--- src/rtl/ascii2hex_pkg.sv ---
// ascii2hex_pkg: shared definitions for the ASCII-hex stream decoder.
//   - ASCII delimiter constants
//   - decoder state enum
//   - character classification helpers (is_hex_digit, is_delim)
package ascii2hex_pkg;

  localparam logic [7:0] CH_SPACE = 8'h20;
  localparam logic [7:0] CH_CR    = 8'h0D;
  localparam logic [7:0] CH_LF    = 8'h0A;
  localparam logic [7:0] CH_COMMA = 8'h2C;

  typedef enum logic [1:0] {
    IDLE  = 2'd0,  // no digits collected yet
    ACCUM = 2'd1,  // collecting hex digits
    SKIP  = 2'd2,  // bad token, discarding up to the next delimiter
    HOLD  = 2'd3   // result pending on the output
  } state_e;

  // 0-9, A-F, a-f
  function automatic logic is_hex_digit(input logic [7:0] c);
    return ((c >= 8'h30) && (c <= 8'h39)) ||
           ((c >= 8'h41) && (c <= 8'h46)) ||
           ((c >= 8'h61) && (c <= 8'h66));
  endfunction

  // Token separators: space, CR, LF, comma
  function automatic logic is_delim(input logic [7:0] c);
    return (c == CH_SPACE) || (c == CH_CR) || (c == CH_LF) || (c == CH_COMMA);
  endfunction

endpackage

--- src/rtl/ascii2nibble.sv ---
// ascii2nibble: combinational ASCII hex character to nibble converter.
// Char-level inverse of the nibble-to-ASCII encoder; accepts both cases.
// Ports:
//   ch     in  8  ASCII character
//   nib    out 4  decoded value (0 when ch is not a hex digit)
//   nib_ok out 1  ch is a hex digit
module ascii2nibble
  import ascii2hex_pkg::*;
(
  input  logic [7:0] ch,
  output logic [3:0] nib,
  output logic       nib_ok
);

  always_comb begin
    nib    = 4'h0;
    nib_ok = is_hex_digit(ch);
    if ((ch >= 8'h30) && (ch <= 8'h39)) begin
      nib = 4'(ch - 8'h30);
    end else if ((ch >= 8'h41) && (ch <= 8'h46)) begin
      nib = 4'(ch - 8'h37);  // 'A' (0x41) -> 10
    end else if ((ch >= 8'h61) && (ch <= 8'h66)) begin
      nib = 4'(ch - 8'h57);  // 'a' (0x61) -> 10
    end
  end

endmodule

--- src/rtl/ascii2hex_stream.sv ---
// ascii2hex_stream: streaming ASCII hex text to binary word decoder.
// One character per valid/ready beat; hex digits accumulate MSB-first and
// each delimiter-terminated token yields one result word.
// Ports:
//   clk, rst              clock, synchronous active-high reset
//   in_valid/in_ready     input char handshake
//   in_char  [7:0]        ASCII character
//   out_valid/out_ready   result handshake
//   out_data [W-1:0]      decoded word, right-aligned, zero-extended
//   out_ndigits [CW-1:0]  digits in token (1..DIGITS), 0 on error
//   out_err               token had an invalid char or too many digits
module ascii2hex_stream
  import ascii2hex_pkg::*;
#(
  parameter  int DIGITS = 8,
  localparam int W      = 4 * DIGITS,
  localparam int CW     = $clog2(DIGITS + 1)
) (
  input  logic          clk,
  input  logic          rst,
  input  logic          in_valid,
  output logic          in_ready,
  input  logic [7:0]    in_char,
  output logic          out_valid,
  input  logic          out_ready,
  output logic [W-1:0]  out_data,
  output logic [CW-1:0] out_ndigits,
  output logic          out_err
);

  state_e        state_q, state_d;
  logic [W-1:0]  acc_q, acc_d;
  logic [CW-1:0] cnt_q, cnt_d;
  logic          out_valid_q, out_valid_d;
  logic [W-1:0]  out_data_q, out_data_d;
  logic [CW-1:0] out_ndigits_q, out_ndigits_d;
  logic          out_err_q, out_err_d;

  logic [3:0] nib;
  logic       nib_ok;
  logic       delim;
  logic       fire;

  ascii2nibble u_nib (
    .ch     (in_char),
    .nib    (nib),
    .nib_ok (nib_ok)
  );

  assign delim = is_delim(in_char);

  // Ready depends only on registered state (and reset), never on out_ready,
  // so HOLD always costs at least one stall cycle per token.
  assign in_ready = !rst && (state_q != HOLD);
  assign fire     = in_valid && in_ready;

  always_comb begin
    state_d       = state_q;
    acc_d         = acc_q;
    cnt_d         = cnt_q;
    out_valid_d   = out_valid_q;
    out_data_d    = out_data_q;
    out_ndigits_d = out_ndigits_q;
    out_err_d     = out_err_q;

    unique case (state_q)
      IDLE: begin
        if (fire) begin
          if (nib_ok) begin
            acc_d   = W'(nib);
            cnt_d   = CW'(1);
            state_d = ACCUM;
          end else if (!delim) begin
            state_d = SKIP;
          end
          // leading / repeated delimiters are swallowed silently
        end
      end

      ACCUM: begin
        if (fire) begin
          if (nib_ok) begin
            if (cnt_q < CW'(DIGITS)) begin
              acc_d = (acc_q << 4) | W'(nib);
              cnt_d = cnt_q + CW'(1);
            end else begin
              state_d = SKIP;  // one digit too many
            end
          end else if (delim) begin
            out_valid_d   = 1'b1;
            out_data_d    = acc_q;
            out_ndigits_d = cnt_q;
            out_err_d     = 1'b0;
            state_d       = HOLD;
          end else begin
            state_d = SKIP;
          end
        end
      end

      SKIP: begin
        // Everything up to the delimiter belongs to the same bad token,
        // so exactly one error result is produced for it.
        if (fire && delim) begin
          out_valid_d   = 1'b1;
          out_data_d    = '0;
          out_ndigits_d = '0;
          out_err_d     = 1'b1;
          state_d       = HOLD;
        end
      end

      HOLD: begin
        if (out_ready) begin
          out_valid_d = 1'b0;
          acc_d       = '0;
          cnt_d       = '0;
          state_d     = IDLE;
        end
      end

      default: state_d = IDLE;
    endcase
  end

  always_ff @(posedge clk) begin
    if (rst) begin
      state_q       <= IDLE;
      acc_q         <= '0;
      cnt_q         <= '0;
      out_valid_q   <= 1'b0;
      out_data_q    <= '0;
      out_ndigits_q <= '0;
      out_err_q     <= 1'b0;
    end else begin
      state_q       <= state_d;
      acc_q         <= acc_d;
      cnt_q         <= cnt_d;
      out_valid_q   <= out_valid_d;
      out_data_q    <= out_data_d;
      out_ndigits_q <= out_ndigits_d;
      out_err_q     <= out_err_d;
    end
  end

  assign out_valid   = out_valid_q;
  assign out_data    = out_data_q;
  assign out_ndigits = out_ndigits_q;
  assign out_err     = out_err_q;

endmodule

--- config.mk ---
export PLATFORM = sky130hd
export DESIGN_NAME = ascii2hex_stream
export DESIGN_NICKNAME = d
export VERILOG_FILES = /design/src/rtl/ascii2hex_pkg.sv /design/src/rtl/ascii2nibble.sv /design/src/rtl/ascii2hex_stream.sv
export SDC_FILE = /design/constraint.sdc
export NUM_CORES = 1
export LEC_CHECK = 0
export BUFFER_PORTS_ARGS = -buffer_cell sky130_fd_sc_hd__buf_2
export CORE_MARGIN = 2
export CORE_UTILIZATION = 23
export CTS_BUF_LIST = sky130_fd_sc_hd__clkbuf_4 sky130_fd_sc_hd__clkbuf_8
export DETAILED_ROUTE_END_ITERATION = 12
export SLEW_MARGIN = 20
export SYNTH_ARGS = -nofsm -noshare
export SYNTH_HDL_FRONTEND = slang
export SYNTH_HIERARCHICAL = 1
export SYNTH_SLANG_ARGS = --single-unit
--- constraint.sdc ---
create_clock -name clk -period 3.3 [get_ports clk]
set_clock_uncertainty 0.1 [all_clocks]
set_input_delay 0 -clock clk [delete_from_list [all_inputs] [get_ports clk]]
set_output_delay 0 -clock clk [all_outputs]
set_load 0.005 [all_outputs]
==> Word level (Yosys, flattened, before mapping) <==
Index checks and enable logic that the tools add are counted.
{ "totals": {"in_bits": 12, "reg_bits": 76, "wordCells": 105, "output_inout_bits": 39} }
{ "op_classes": {"bitwise_logic": 1, "addsub": 4, "n_lt_le_gt_ge": 7, "eq_ne": 19, "reduce_logical": 20, "n_mux": 47} }
{ "op_table": {"columns": ["cell", "count"], "rows": [
  ["32-bit 2-to-1 mux", 10],
  ["32-bit case mux with 3 select lines", 1],
  ["32-bit case mux with 2 select lines", 1],
  ["4-bit 2-to-1 mux", 13],
  ["32-bit by 4-bit OR with 32-bit output", 1],
  ["2-bit inequality test, second input constant", 10],
  ["8-bit by 4-bit equality test with 1-bit output, second input constant", 2],
  ["8-bit by 6-bit equality test with 1-bit output, second input constant", 2],
  ["8-bit by 7-bit >= comparator with 1-bit output, second input constant", 2],
  ["8-bit by 7-bit <= comparator with 1-bit output, second input constant", 2],
  ["2-bit 2-to-1 mux", 8],
  ["4-bit case mux with 3 select lines", 1],
  ["6-bit AND reduction", 2],
  ["1-bit 2-to-1 mux", 9],
  ["8-bit by 6-bit >= comparator with 1-bit output, second input constant", 1],
  ["8-bit by 6-bit <= comparator with 1-bit output, second input constant", 1],
  ["2-bit case mux with 4 select lines", 1],
  ["4-bit case mux with 2 select lines", 1],
  ["4-bit by 3-bit subtractor with 4-bit output, second input constant", 2],
  ["7-bit AND reduction", 1],
  ["1-bit logical AND", 6],
  ["3-bit inequality test, second input constant", 2],
  ["3-bit nonzero test", 2],
  ["1-bit logical OR", 5],
  ["other kinds (11)", 12]
]} }

==> Longest topological paths before layout <==
{ "depth": {"word_depth": 10, "mapped_depth": 12, "ltp_nobuf": 11} }

==> Modules after synthesis <==
The synthesis kept the hierarchy.
{ "modules_own_cells": {"columns": ["module", "area_each_um2", "seq_area_each_um2", "cells_each", "instances"], "rows": [
  ["ascii2hex_stream", 3145.5, 1521.5, 383, 1],
  ["ascii2nibble", 212.7, 0.0, 29, 1]
]} }

==> Least setup slack after synthesis <==
OpenSTA, ideal clock, no wires.
{ "synth_timing": {"path_type": "register to register", "startpoint": "register state_q[1]", "endpoint": "register cnt_q[3]", "required_ps": 3130, "path_stages_with_launch": 9, "arrival_ps": 2130, "setup_ps": 70, "n_path_buf": 2, "setup_slack_ps": 999, "path_cell_list": "dfxtp_1 -> inv_1 -> ha_1 -> clkbuf_1 -> o31a_4 -> or3_1 -> buf_2 -> or3_1 -> a21oi_1"} }
{ "synth_via": {"elab_chain_cells": 5, "word_cells_on_any_way": 15, "classes_between": "eq/ne (9); mux (1); reduce/logical (5)"} }
{ "synth_rtl": {"columns": ["item", "line", "rtl"], "rows": [
  ["start: declaration", "ascii2hex_stream.sv:31", "state_e state_q, state_d;"],
  ["start signal: assignment", "ascii2hex_stream.sv:136", "state_q <= state_d;"],
  ["2-bit inequality test", "ascii2hex_stream.sv:54", "assign in_ready = !rst && (state_q != HOLD);"],
  ["1-bit logical AND", "ascii2hex_stream.sv:54", null],
  ["1-bit logical AND", "ascii2hex_stream.sv:55", "assign fire = in_valid && in_ready;"],
  ["2-bit inequality test (no source line)", null, null],
  ["7-bit AND reduction (no source line)", null, null],
  ["end signal: assignment", "ascii2hex_stream.sv:138", "cnt_q <= cnt_d;"],
  ["end: declaration", "ascii2hex_stream.sv:33", "logic [CW-1:0] cnt_q, cnt_d;"]
]} }
Parallel ways exist; a longest one is shown, timed or not.
A chain may end at the register's enable or synchronous reset.

==> Worst setup path in the final report <==
Ends and elaborated chain as after synthesis.

==> impl_metrics.json <==
{
  "netlist_area_um2": 3360,
  "drc": 0,
  "grt_pass1_wl_mm": 14.1,
  "num_rows": 44,
  "intPower_mw": 1.60,
  "max_freq_mhz": 374,
  "portBuffers": 50,
  "yosysMostFrequentCell": "nand2_1",
  "cts_buffer_depth": 2,
  "swShare_pct": 32.3,
  "io_pins": 51,
  "cts_root_buffer": "clkbuf_8",
  "yosys.area.top_type_share_pct": 45.3,
  "critPathLaunchType": "register",
  "syn_to_final_growth_pct": 20.2,
  "drt_iter0_drc": 185,
  "slew_headroom_pct": 46.4,
  "hold_class": "in -> reg",
  "dp_hpwl_mm": 5.68,
  "vdd_drop_max_v": 0.000213,
  "yosys_warnings": 6,
  "cp-end-kind": "register",
  "clockPowerShare_pct": 36.1,
  "die_h_um": 125,
  "outcome": "finished, final reports clean",
  "initial_core_util_pct": 23.3,
  "syn_area_per_cell_um2": 8.15,
  "nNetsFinal": 477,
  "reg2regPathDepth": 6,
  "slew_violations": 0,
  "hold_violations": 0,
  "grt_overflow": 0,
  "cts_buffers": 9,
  "p_leak_nw": 1.44,
  "cts.sinks": 76,
  "synth_top_area_cell": "dfxtp_1",
  "dieArea_um2": 15600,
  "wl_per_cell_um": 12.7,
  "core_area_um2": 14400,
  "cts_tree": "done",
  "post-cts-setup-buffers": 0,
  "die_w_um": 125,
  "hold_depth": 5,
  "place.gp.congestion": 0.845,
  "clock_latency_ns": 0.35,
  "antenna_cells": 0,
  "path_class": "reg -> reg",
  "ys_ff_latch": 76,
  "synth-async-reset-ratio_pct": 0,
  "ys_types": 47,
  "ys_top_cells_by_area": "dfxtp_1 (45%), nand2_1 (12%), o32ai_1 (9.4%)",
  "dr.pass1.iters": 4,
  "crit_required_ns": 3.49,
  "fin_setup_tns_ns": 0,
  "maxCapViolCount": 0,
  "holdWs_ns": 0.0554,
  "clk_pin_slew_ns": 0.08,
  "vias_per_cell": 4.60,
  "max_slew.worst_pin.slew_ns": 0.804,
  "rsz0062_at_grt": "no",
  "syn_inst": 412,
  "fin_crit_sh_pct": 81.1,
  "synth_common_cells": "nand2_1 (107), dfxtp_1 (76), inv_1 (46)",
  "gr-usage-all-layers_pct": 10.8,
  "pwr_density_cell_nw_per_um2": 584,
  "p_seq_share_pct": 40.3,
  "synth_nets": 435,
  "vias": 2956,
  "crit_fanout": 21,
  "antenna_found_initial": 0,
  "drive_above_1_share_pct": 18.1,
  "ys.flop_type": "dfxtp_1",
  "combPwrFrac_pct": 23.6,
  "cts_resized": 0,
  "h-tree-depth": 3,
  "layout_min_cycle_time_ns": 2.68,
  "seq_area_frac_synth_pct": 45.3,
  "grt_max_degree": 43,
  "wl_mm": 8.18,
  "reg2reg_slack_ns": 0.62,
  "synth-edff-count": 0,
  "crit_arrival_ns": 2.87,
  "grt_pass1_vias": 2914,
  "p_switching_mw": 0.761,
  "drt.antenna.violating_nets": 0,
  "setup_viol": 0
}
logic make-up (layout without fill, tap and decap cells):
kind of cell / count (synthesis) / after routing / synth area share [%]
buffers and inverters: 73 / 120 / 8.57
XOR/XNOR: 1 / 1 / 0.261
adder cells (fa/ha/maj): 11 / 11 / 4.10
AND/OR/NAND/NOR: 145 / 145 / 19.0
flip-flops: 76 / 76 / 45.3
AO/OA/AOI/OAI: 101 / 101 / 21.2
multiplexers: 5 / 5 / 1.56
critical path, stage by stage, from the launching register on:
cell	delay, ns
dfxtp_1	0.40
inv_1	0.11
ha_1	0.33
o31a_4	0.44
or3_1	0.65
or3_1	0.44
a21oi_1	0.14
stage by stage:
stage / power, mW / setup WS [ns] / cell area, um^2 / util (%) / cells
after floorplan: 1.39 / 0.999 / 3360 / - / 412
after global placement: 1.51 / 0.615 / 3790 / 26.3 / 626
after detailed placement: 1.52 / 0.470 / 3790 / 26.3 / 626
after CTS: 2.38 / 0.627 / 4040 / 28.0 / 643
after global routing: 2.49 / 0.437 / 4040 / 28.0 / 643
final: 2.36 / 0.624 / 4040 / 28.0 / 643
metal layers:
| metal | GRT usage, % | vias up | share of wire, % |
|---|---|---|---|
| met5 | 0 | - | 0 |
| met4 | 2.94 | 0 | 0.64 |
| met3 | 3.26 | 4 | 4.0 |
| met2 | 17.5 | 58 | 47 |
| met1 | 14.0 | 1400 | 49 |
| li1 | - | 1494 | - |
final cells by class:
type	instances	area, um^2
Clock inverter	7	114
Clock buffer	9	124
Multi-Input combinational cell	263	1560
Sequential cell	76	1520
Fill cell	1540	10400
Tap cell	184	230
Timing Repair Buffer	58	313
Inverter	46	173
layout by cell type (no fill, tap or decap), types with 2 or more instances in the layout:
cell	netlist	final
nand2_1	107	107
dfxtp_1	76	76
buf_2	5	50
inv_1	46	46
a21oi_1	39	39
o32ai_1	36	36
ha_1	11	11
nor2_1	9	9
clkbuf_8	0	9
nand3_1	7	7
o21ai_0	7	7
buf_4	0	7
nor2b_1	4	4
or3_1	3	3
mux2i_1	3	3
bufinv_16	0	3
clkinv_2	0	3
nand2b_1	2	2
nor4_1	2	2
o211ai_1	2	2
nor3_1	2	2
a211oi_1	2	2
mux2_2	2	2
power groups by stage:
stage / clock (mW) / combinational, mW / sequential [mW]
after global placement: 0 / 0.536 / 0.971
final: 0.852 / 0.556 / 0.950
after CTS: 0.871 / 0.556 / 0.950
after floorplan: 0 / 0.422 / 0.970
after global routing: 0.915 / 0.618 / 0.953
after detailed placement: 0 / 0.553 / 0.972
flip-flops by register name (all words and copies together) (netlist names):
name / flops
acc_q: 32
out_data: 32
cnt_q: 4
out_ndigits: 4
state_q: 2
out_err: 1
out_valid: 1
path summary, 6_finish.rpt:
check | to | start
max | cnt_q[3] | state_q[1]
min | acc_q[3] | in_char[3]
max reg2reg | cnt_q[3] | state_q[1]
min reg2reg | acc_q[28] | acc_q[28]
repair_timing:
item                                    in CTS  in global routing
hold buffers                                 1                  0
endpoints found under the setup margin       0                  0
hold endpoints to repair                     2                  0
Note: power is estimated with default switching activity, not from simulation.
